$ cat src/rtl/lc3_pkg.sv
// Shared opcodes, sequencer states and EAB select encodings for the LC-3 memory-access path.
package lc3_pkg;

    localparam logic [3:0] OP_LD  = 4'b0010;
    localparam logic [3:0] OP_LDI = 4'b1010;
    localparam logic [3:0] OP_LDR = 4'b0110;
    localparam logic [3:0] OP_LEA = 4'b1110;
    localparam logic [3:0] OP_ST  = 4'b0011;
    localparam logic [3:0] OP_STI = 4'b1011;
    localparam logic [3:0] OP_STR = 4'b0111;

    typedef enum logic [2:0] {
        S_IDLE   = 3'd0,
        S_EA     = 3'd1,
        S_RD     = 3'd2,
        S_RD_IND = 3'd3,
        S_WR     = 3'd4,
        S_DONE   = 3'd5
    } state_t;

    typedef enum logic {
        SEL1_PC = 1'b0,
        SEL1_RA = 1'b1
    } sel1_t;

    typedef enum logic [1:0] {
        SEL2_ZERO  = 2'd0,
        SEL2_OFF6  = 2'd1,
        SEL2_OFF9  = 2'd2,
        SEL2_OFF11 = 2'd3
    } sel2_t;

    function automatic logic is_mem_op(input logic [3:0] op);
        return op inside {OP_LD, OP_LDI, OP_LDR, OP_LEA, OP_ST, OP_STI, OP_STR};
    endfunction

    function automatic logic [2:0] nzp_of(input logic [15:0] v);
        if (v[15])
            return 3'b100;
        else if (v == 16'h0000)
            return 3'b010;
        return 3'b001;
    endfunction

endpackage

$ cat src/rtl/mem_timeout_cnt.sv
// Purpose: per-transaction wait counter; expired flags the last allowed wait cycle.
// Latency: expired is combinational from the count; clear takes effect next cycle.
// Backpressure: none; counts only while enabled, TIMEOUT=0 never expires.
module mem_timeout_cnt #(
    parameter int unsigned TIMEOUT = 15
) (
    input  logic clk,
    input  logic reset_n,
    input  logic clr,
    input  logic en,
    output logic expired
);

    localparam int unsigned W = (TIMEOUT > 1) ? $clog2(TIMEOUT) : 1;

    logic [W-1:0] cnt_q, cnt_d;

    always_comb begin
        cnt_d = cnt_q;
        if (clr)
            cnt_d = '0;
        else if (en)
            cnt_d = cnt_q + 1'b1;
    end

    always_ff @(posedge clk or negedge reset_n) begin
        if (!reset_n)
            cnt_q <= '0;
        else
            cnt_q <= cnt_d;
    end

    assign expired = (TIMEOUT != 0) && (cnt_q == W'(TIMEOUT - 1));

endmodule

$ cat src/rtl/lc3_mem_access_ctrl.sv
// Purpose: sequences LC-3 LD/LDI/LDR/LEA/ST/STI/STR through EAB address capture and req/ack memory cycles.
// Latency: LEA 2, LD/LDR/ST/STR 3, LDI/STI 4 cycles from accept (zero-wait ack); each wait adds one.
// Backpressure: one instruction in flight; start is ignored while ready is low, mem waits bounded by TIMEOUT.
module lc3_mem_access_ctrl
    import lc3_pkg::*;
#(
    parameter int unsigned TIMEOUT = 15
) (
    input  logic        clk,
    input  logic        reset_n,
    input  logic        start,
    output logic        ready,
    input  logic [15:0] IR,
    input  logic [15:0] PC,
    input  logic [15:0] Ra,
    input  logic [15:0] sr_data,
    output logic        selEAB1,
    output logic [1:0]  selEAB2,
    output logic [15:0] eab_pc,
    output logic [15:0] eab_ra,
    output logic [10:0] eab_ir,
    input  logic [15:0] eabOut,
    output logic        mem_req,
    output logic        mem_we,
    output logic [15:0] mem_addr,
    output logic [15:0] mem_wdata,
    input  logic        mem_ack,
    input  logic [15:0] mem_rdata,
    output logic        done,
    output logic        err,
    output logic        wb_en,
    output logic [2:0]  wb_reg,
    output logic [15:0] wb_data,
    output logic [2:0]  nzp
);

    state_t      state_q, state_d;
    logic [15:0] ir_q, ir_d, pc_q, pc_d, ra_q, ra_d, sr_q, sr_d;
    logic [15:0] addr_q, addr_d, wb_data_q, wb_data_d;
    sel1_t       sel1_q, sel1_d;
    sel2_t       sel2_q, sel2_d;
    logic        ready_q, ready_d, mem_req_q, mem_req_d, mem_we_q, mem_we_d;
    logic        done_q, done_d, err_q, err_d, wb_en_q, wb_en_d;
    logic [2:0]  nzp_q, nzp_d;
    logic [3:0]  op;
    logic        tmo_clr, tmo_expired;

    assign op = ir_q[15:12];

    mem_timeout_cnt #(.TIMEOUT(TIMEOUT)) u_tmo (
        .clk     (clk),
        .reset_n (reset_n),
        .clr     (tmo_clr),
        .en      (mem_req_q),
        .expired (tmo_expired)
    );

    always_comb begin
        state_d   = state_q;
        ir_d      = ir_q;
        pc_d      = pc_q;
        ra_d      = ra_q;
        sr_d      = sr_q;
        addr_d    = addr_q;
        wb_data_d = wb_data_q;
        nzp_d     = nzp_q;
        wb_en_d   = 1'b0;
        err_d     = 1'b0;
        sel1_d    = SEL1_PC;
        sel2_d    = SEL2_ZERO;

        case (state_q)
            S_IDLE: begin
                if (start) begin
                    ir_d = IR;
                    pc_d = PC;
                    ra_d = Ra;
                    sr_d = sr_data;
                    if (is_mem_op(IR[15:12])) begin
                        state_d = S_EA;
                        // Selects are registered, so they are decoded from the incoming IR.
                        if (IR[15:12] == OP_LDR || IR[15:12] == OP_STR) begin
                            sel1_d = SEL1_RA;
                            sel2_d = SEL2_OFF6;
                        end else begin
                            sel2_d = SEL2_OFF9;
                        end
                    end else begin
                        state_d = S_DONE;
                        err_d   = 1'b1;
                    end
                end
            end
            S_EA: begin
                addr_d = eabOut;
                case (op)
                    OP_LEA: begin
                        wb_data_d = eabOut;
                        wb_en_d   = 1'b1;
                        state_d   = S_DONE;
                    end
                    OP_ST, OP_STR: state_d = S_WR;
                    default:       state_d = S_RD;
                endcase
            end
            S_RD: begin
                if (mem_ack) begin
                    if (op == OP_LDI) begin
                        addr_d  = mem_rdata;
                        state_d = S_RD_IND;
                    end else if (op == OP_STI) begin
                        addr_d  = mem_rdata;
                        state_d = S_WR;
                    end else begin
                        wb_data_d = mem_rdata;
                        wb_en_d   = 1'b1;
                        state_d   = S_DONE;
                    end
                end else if (tmo_expired) begin
                    err_d   = 1'b1;
                    state_d = S_DONE;
                end
            end
            S_RD_IND: begin
                if (mem_ack) begin
                    wb_data_d = mem_rdata;
                    wb_en_d   = 1'b1;
                    state_d   = S_DONE;
                end else if (tmo_expired) begin
                    err_d   = 1'b1;
                    state_d = S_DONE;
                end
            end
            S_WR: begin
                if (mem_ack) begin
                    state_d = S_DONE;
                end else if (tmo_expired) begin
                    err_d   = 1'b1;
                    state_d = S_DONE;
                end
            end
            S_DONE:  state_d = S_IDLE;
            default: state_d = S_IDLE;
        endcase

        if (wb_en_d)
            nzp_d = nzp_of(wb_data_d);

        // Every exit from a memory state is a state change, so this also restarts the wait count.
        tmo_clr   = (state_d != state_q);
        mem_req_d = state_d inside {S_RD, S_RD_IND, S_WR};
        mem_we_d  = (state_d == S_WR);
        done_d    = (state_d == S_DONE);
        ready_d   = (state_d == S_IDLE);
    end

    always_ff @(posedge clk or negedge reset_n) begin
        if (!reset_n) begin
            state_q   <= S_IDLE;
            ir_q      <= '0;
            pc_q      <= '0;
            ra_q      <= '0;
            sr_q      <= '0;
            addr_q    <= '0;
            wb_data_q <= '0;
            nzp_q     <= '0;
            sel1_q    <= SEL1_PC;
            sel2_q    <= SEL2_ZERO;
            ready_q   <= 1'b1;
            mem_req_q <= 1'b0;
            mem_we_q  <= 1'b0;
            done_q    <= 1'b0;
            err_q     <= 1'b0;
            wb_en_q   <= 1'b0;
        end else begin
            state_q   <= state_d;
            ir_q      <= ir_d;
            pc_q      <= pc_d;
            ra_q      <= ra_d;
            sr_q      <= sr_d;
            addr_q    <= addr_d;
            wb_data_q <= wb_data_d;
            nzp_q     <= nzp_d;
            sel1_q    <= sel1_d;
            sel2_q    <= sel2_d;
            ready_q   <= ready_d;
            mem_req_q <= mem_req_d;
            mem_we_q  <= mem_we_d;
            done_q    <= done_d;
            err_q     <= err_d;
            wb_en_q   <= wb_en_d;
        end
    end

    assign ready     = ready_q;
    assign selEAB1   = sel1_q;
    assign selEAB2   = sel2_q;
    assign eab_pc    = pc_q;
    assign eab_ra    = ra_q;
    assign eab_ir    = ir_q[10:0];
    assign mem_req   = mem_req_q;
    assign mem_we    = mem_we_q;
    assign mem_addr  = addr_q;
    assign mem_wdata = sr_q;
    assign done      = done_q;
    assign err       = err_q;
    assign wb_en     = wb_en_q;
    assign wb_reg    = ir_q[11:9];
    assign wb_data   = wb_data_q;
    assign nzp       = nzp_q;

endmodule
$ cat config.mk
export PLATFORM = sky130hd
export DESIGN_NAME = lc3_mem_access_ctrl
export DESIGN_NICKNAME = d
export VERILOG_FILES = /design/src/rtl/lc3_pkg.sv /design/src/rtl/mem_timeout_cnt.sv /design/src/rtl/lc3_mem_access_ctrl.sv
export SDC_FILE = /design/constraint.sdc
export NUM_CORES = 1
export LEC_CHECK = 0
export CAP_MARGIN = 20
export CORE_MARGIN = 1.5
export CORE_UTILIZATION = 43
export DETAILED_ROUTE_END_ITERATION = 8
export HOLD_SLACK_MARGIN = 0.08
export PLACE_DENSITY_LB_ADDON = 0.3
export SLEW_MARGIN = 30
export SYNTH_ARGS = -nofsm -noshare
export SYNTH_HDL_FRONTEND = slang
export SYNTH_SLANG_ARGS = --single-unit
$ cat constraint.sdc
create_clock -name clk -period 2 [get_ports clk]
set_input_delay 0.4 -clock clk [delete_from_list [all_inputs] [get_ports clk]]
set_output_delay 0.4 -clock clk [all_outputs]
set_load 0.03 [all_outputs]
==> results of run 1 <==
==> power breakdown <==
part / switching [mW] / total, mW / internal (mW)
Sequential: 0.603 / 3.95 / 3.35
Combinational: 3.86 / 6.53 / 2.67
Clock: 0.960 / 2.64 / 1.68
==> stage by stage <==
step | instance area [µm²] | total power, mW | hold slack, ns
2_1_floorplan | 4890 | 7.85 | 0.104
3_3_place_gp | 7080 | 10.4 | 0.313
3_5_place_dp | 7080 | 10.5 | 0.311
4_1_cts | 7600 | 13.2 | 0.412
5_1_grt | 7600 | 13.9 | 0.449
6_report | 7600 | 13.1 | 0.423
==> cell families (layout without fill, tap and decap cells) <==
| kind of cell | Yosys count | after routing | share of synthesized area [%] |
|---|---|---|---|
| AND/OR/NAND/NOR | 259 | 259 | 22.0 |
| flip-flops | 114 | 114 | 58.3 |
| buffers and inverters | 61 | 277 | 6.36 |
| AO/OA/AOI/OAI | 58 | 58 | 8.64 |
| multiplexers | 17 | 17 | 3.48 |
| XOR/XNOR | 4 | 4 | 0.716 |
| adder cells (fa/ha/maj) | 2 | 2 | 0.511 |
==> cells in the final DEF, fill, tap and decap left out, types with 3 or more instances in the layout <==
cell type,instances
buf_12,4
clkbuf_16,17
buf_4,16
a222oi_1,13
nand2_1,197
inv_1,20
a21o_1,4
nor2_1,25
dfrtp_1,113
clkbuf_8,3
mux2i_1,17
a22o_1,3
nand3_1,5
nand2b_1,5
clkdlybuf4s50_1,202
nor2b_1,5
a21oi_1,21
a31oi_1,3
nor4_1,6
clkbuf_1,11
==> final cells by class <==
| type | count | share of cell area (%) |
|---|---|---|
| Clock inverter | 1 | 0.0658 |
| Timing Repair Buffer | 225 | 29.6 |
| Clock buffer | 31 | 6.68 |
| Tap cell | 140 | 2.30 |
| Inverter | 20 | 0.987 |
| Multi-Input combinational cell | 340 | 22.8 |
| Sequential cell | 114 | 37.5 |
==> worst register-to-register path, stage by stage, from the launching register on <==
cell	delay (ns)
dfrtp_1	0.49
nor2b_1	0.31
and2_1	0.19
o21ai_2	0.12
buf_12	0.18
a222oi_1	0.31
inv_1	0.08
==> flip-flops by register name, indices dropped and copies added, names as in the netlist <==
register,flops
eab_pc,16
mem_we,1
state_q,3
ready,1
wb_en,1
err,1
nzp,3
mem_req,1
eab_ra,16
done,1
ir_q,16
selEAB2,2
u_tmo.cnt_q,4
wb_data,16
mem_wdata,16
mem_addr,16
==> what timing repair did <==
action / in CTS / in global routing
hold buffers: 1 / 0
gates resized for setup: 1 / 1
pin swaps: 0 / 0
setup endpoints to repair: 1 / 1
hold endpoints to repair: 20 / 0
==> metal layers <==
layer	track usage (%)	vias up	wire, µm
met5	0	-	0
met3	12.5	20	1570
li1	-	2087	-
met2	39.9	192	6800
met1	27.4	2115	5420
met4	10.7	0	248
==> worst max path at each step <==
stage	to	slack, ns	cells past startpoint
detailed placement	nzp[0]	-0.12	6
floorplan	nzp[0]	0.37	6
global route	eab_pc[3]	0.07	1
global placement	nzp[0]	-0.07	7
CTS	mem_req	0.02	1
finish	wb_data[9]	0.11	1
==> impl_metrics.py, run 1 <==
metrics = {
    "placed_design": {
        "hpwlAfterDp_um": 10000,
        "routabilityCongestion": 0.857,
        "port_buffers": 205,
        "placedCellCount": 838,
        "pre_cts_slack_ns": -0.116,
    },
    "yosys": {
        "synth_warnings": 0,
        "postSynthAreaPerCell_um2": 9.50,
        "syn-num-nets": 617,
        "yosysTopAreaCellShare_pct": 57.8,
        "synth_commonest_cells": "nand2_1, dfrtp_1, nor2_1",
        "synthArstFlopShare_pct": 100,
        "syn_inst": 515,
        "synth_area_mm2": 0.00489,
        "synthFlopType": "dfrtp_1",
        "synth_edf_count": 0,
        "yosysTopAreaCell": "dfrtp_1",
        "synth_seq_cells": 114,
        "yosysSeqAreaShare_pct": 58.3,
        "synth.area.top_cells": "dfrtp_1, nand2_1, mux2i_1, a222oi_1, buf_4",
        "yosysUniqueCellTypes": 45,
        "yosys.cell_count.top_type": "nand2_1",
    },
    "global_routing": {
        "track_usage_pct": 24.7,
        "grt_max_degree": 64,
        "grt_pass1_wl_um": 22100,
        "gr-total-overflow": 0,
        "grt_pass1_vias": 4572,
        "grt_antenna_before_repair": 0,
    },
    "sta": {
        "finalHoldViolCount": 0,
        "fmax_ghz": 0.530,
        "setup_ws_ns": 0.113,
        "rsz0062_at_grt": "false",
        "period_share_pct": 94.4,
        "tightest_slew_ns": 0.646,
        "finalMaxSlewViolations": 0,
        "slew_headroom_pct": 56.9,
        "finClkSkew_ns": 0.0100,
        "setup_tns_ns": 0,
        "fin_crit_ns": 1.89,
        "finalSetupViolCount": 0,
    },
    "setup_path": {
        "cp-startpoint": "wb_data[9]",
        "cpLargestDelayFamily": "buffers and inverters",
        "cp_slowest_stage_delay_ns": 0.70,
        "r2r_setup_slack_ns": 0.20,
        "crit_type": "reg2out",
        "slowest_stage": "clkdlybuf4s50_1",
        "cp_data_required_time_ns": 1.60,
        "r2r_cells": 6,
        "start_kind": "flip-flop",
        "path_max_fanout": 2,
        "r2r-start": "state_q[2]",
        "reg2reg_to": "wb_data[3]",
        "crit_buf_inv": 1,
        "crit_path_cell_trace": "clkdlybuf4s50_1",
        "cp.arrival_ns": 1.49,
        "cp-end-kind": "output port",
    },
    "die": {
        "core_area_mm2": 0.0110,
        "die_x_um": 110,
        "start_util_pct": 44.6,
        "ios": 206,
        "rows": 38,
        "dieArea_mm2": 0.0120,
        "die_h_um": 110,
    },
    "layout": {
        "seqCellArea_mm2": 0.00285,
        "utilization_pct": 69.2,
        "final_cells": 871,
        "nets": 820,
        "area_delta_synth_final_pct": 55.3,
        "fillers": 813,
        "multi_input_area_mm2": 0.00173,
        "layout-drive-gt1-share_pct": 6.70,
        "antenna_cells": 0,
    },
    "pwr": {
        "power.leakage_nw": 3.58,
        "max-vdd-ir-drop_uv": 1090,
        "pwr_density_cell_mw_per_mm2": 1730,
    },
    "detailed_routing": {
        "drt-pass1-iter-count": 7,
        "drc_errors": 0,
        "route.antenna.remaining_nets": 0,
        "routed_wl_um": 14000,
        "drt_iter0_drc": 358,
        "vias_per_cell": 5.07,
        "via_count": 4414,
        "wl_per_cell_um": 16.1,
    },
    "hold_path": {
        "hold_class": "in2async",
    },
    "clock_tree": {
        "cts_tree": "done",
        "clk_latency_ns": 0.42,
        "cts_setup_buffers": 0,
        "clock-root-buffer": "clkbuf_16",
        "clock_tree.buffer_depth": 2,
        "clk_pin_slew_ns": 0.05,
        "numCtsBuffers": 17,
        "htreeDepth": 4,
        "clock_sinks": 114,
    },
    "run": {
        "drv_cap": 0,
    },
    "run_status": {
        "status": "finished clean",
    },
}
Power figures use the tool's default switching activity.
==> run 2, diff against run 1 <==
--- a/config.mk
+++ b/config.mk
@@ -6,7 +6,7 @@
 export NUM_CORES = 1
 export LEC_CHECK = 0
 export CAP_MARGIN = 20
-export CORE_MARGIN = 1.5
+export CORE_MARGIN = 2
 export CORE_UTILIZATION = 43
 export DETAILED_ROUTE_END_ITERATION = 8
 export HOLD_SLACK_MARGIN = 0.08
==> impl_metrics.py, run 2 (same netlist as run 1, synthesis figures left out) <==
metrics = {
    "pwr": {
        "swShare_pct": 40.8,
        "combPwrFrac_pct": 49.3,
        "power.leakage_nw": 3.62,
        "pwr_density_cell_mw_per_mm2": 1740,
        "internal_power_mw": 7.87,
        "netSwitchingPower_mw": 5.44,
        "max-vdd-ir-drop_uv": 1130,
        "p_clk_share_pct": 21.0,
        "p_seq_share_pct": 29.7,
    },
    "clock_tree": {
        "numCtsBuffers": 17,
        "clock-root-buffer": "clkbuf_16",
        "cts_setup_buffers": 0,
        "cts_tree": "done",
        "hold_buffers": 0,
        "clk_pin_slew_ns": 0.05,
        "htreeDepth": 4,
        "clk_latency_ns": 0.42,
        "clock_tree.buffer_depth": 2,
        "clock_sinks": 114,
    },
    "placed_design": {
        "port_buffers": 205,
        "place_area_mm2": 0.00710,
        "placedCellCount": 841,
        "routabilityCongestion": 0.860,
        "hpwlAfterDp_um": 9940,
    },
    "global_routing": {
        "gr-total-overflow": 0,
        "grt_max_degree": 115,
        "grt_pass1_vias": 4479,
        "track_usage_pct": 23.0,
        "grt_pass1_wl_um": 22200,
        "grt_antenna_before_repair": 0,
    },
    "die": {
        "die_h_um": 111,
        "start_util_pct": 44.6,
        "die_x_um": 111,
        "core_area_mm2": 0.0110,
        "dieArea_mm2": 0.0123,
        "ios": 206,
        "rows": 38,
    },
    "setup_path": {
        "crit_buf_inv": 1,
        "cp.arrival_ns": 1.48,
        "cpLargestDelayFamily": "buffers and inverters",
        "crit_path_cell_trace": "clkdlybuf4s50_1",
        "path_max_fanout": 2,
        "crit_type": "reg2out",
        "cp-end-kind": "output port",
        "start_kind": "flip-flop",
        "cp_slowest_stage_delay_ns": 0.69,
        "r2r_setup_slack_ns": 0.18,
        "slowest_stage": "clkdlybuf4s50_1",
        "cp_data_required_time_ns": 1.60,
    },
    "detailed_routing": {
        "drt_iter0_drc": 381,
        "via_count": 4357,
        "drc_errors": 0,
        "route.antenna.remaining_nets": 0,
        "drt-pass1-iter-count": 6,
        "routed_wl_um": 13800,
        "vias_per_cell": 4.99,
        "wl_per_cell_um": 15.8,
    },
    "layout": {
        "final_cells": 873,
        "multi_input_area_mm2": 0.00173,
        "antenna_cells": 0,
        "final_cell_mix": "clkdlybuf4s50_1, nand2_1, dfrtp_1",
        "final_area_mm2": 0.00766,
        "final_common_cell": "clkdlybuf4s50_1",
        "seqCellArea_mm2": 0.00285,
        "area_delta_synth_final_pct": 56.4,
        "layout-drive-gt1-share_pct": 7.91,
        "nets": 822,
        "fillers": 812,
        "utilization_pct": 69.7,
    },
    "sta": {
        "finClkSkew_ns": 0.0104,
        "rsz0062_at_grt": "false",
        "fin_crit_ns": 1.88,
        "finalHoldViolCount": 0,
        "fmax_ghz": 0.533,
        "finalSetupViolCount": 0,
        "finalMaxSlewViolations": 0,
        "whs_ns": 0.0544,
        "tightest_slew_ns": 0.623,
        "slew_headroom_pct": 58.5,
        "period_share_pct": 93.8,
    },
    "run_status": {
        "status": "finished clean",
    },
    "run": {
        "drv_cap": 0,
    },
    "hold_path": {
        "hold_class": "in2async",
    },
}
run 2: power by group through the flow:
stage	Clock, mW	Sequential (mW)	Combinational [mW]
6_report	2.80	3.96	6.55
5_1_grt	2.96	4.08	6.99
4_1_cts	2.86	3.96	6.62
3_5_place_dp	0	3.98	6.58
3_3_place_gp	0	3.92	6.46
2_1_floorplan	0	5.53	2.31
run 2: worst paths after layout:
kind	from	to	cells past startpoint
max in group asynchronous	reset_n	ir_q[14]	2
max	wb_data[10]	wb_data[10]	1
max reg2reg	ir_q[14]	nzp[0]	6
min in group clk	ir_q[1]	ir_q[1]	2
min	reset_n	mem_addr[11]	2
min reg2reg	ir_q[1]	ir_q[1]	2
run 2: what timing repair did:
| item | CTS | global route |
|---|---|---|
| endpoints found under the setup margin | 1 | 1 |
| resized for setup | 1 | 1 |
| pin swaps | 0 | 0 |
run 2: layer usage:
metal | wire length (µm) | vias up | GRT usage [%]
li1 | - | 2088 | -
met1 | 5340 | 2063 | 25.2
met2 | 6660 | 181 | 38.2
met3 | 1460 | 25 | 11.0
met4 | 307 | 0 | 9.67
met5 | 0 | - | 0
run 2: metrics by stage:
stage	setup WS, ns	setup TNS [ns]	total power, mW
6_report	0.124	0	13.3
3_5_place_dp	-0.119	-0.195	10.6
2_1_floorplan	0.365	0	7.85
4_1_cts	0.0288	0	13.4
5_1_grt	0.0553	0	14.0
3_3_place_gp	-0.0877	-0.134	10.4
run 2: cell type report:
class	count	area share (%)
Tap cell	140	2.29
Sequential cell	114	37.3
Clock buffer	26	6.52
Inverter	20	0.980
Clock inverter	6	0.719
Multi-Input combinational cell	340	22.6
Timing Repair Buffer	227	29.6
==> run 3, diff against run 2 <==
--- a/config.mk
+++ b/config.mk
@@ -5,7 +5,7 @@
 export SDC_FILE = /design/constraint.sdc
 export NUM_CORES = 1
 export LEC_CHECK = 0
-export CAP_MARGIN = 20
+export CAP_MARGIN = 15
 export CORE_MARGIN = 2
 export CORE_UTILIZATION = 43
 export DETAILED_ROUTE_END_ITERATION = 8
==> results of run 3 <==
Same layout as run 2: the final DEF is identical, and so are final timing and power.
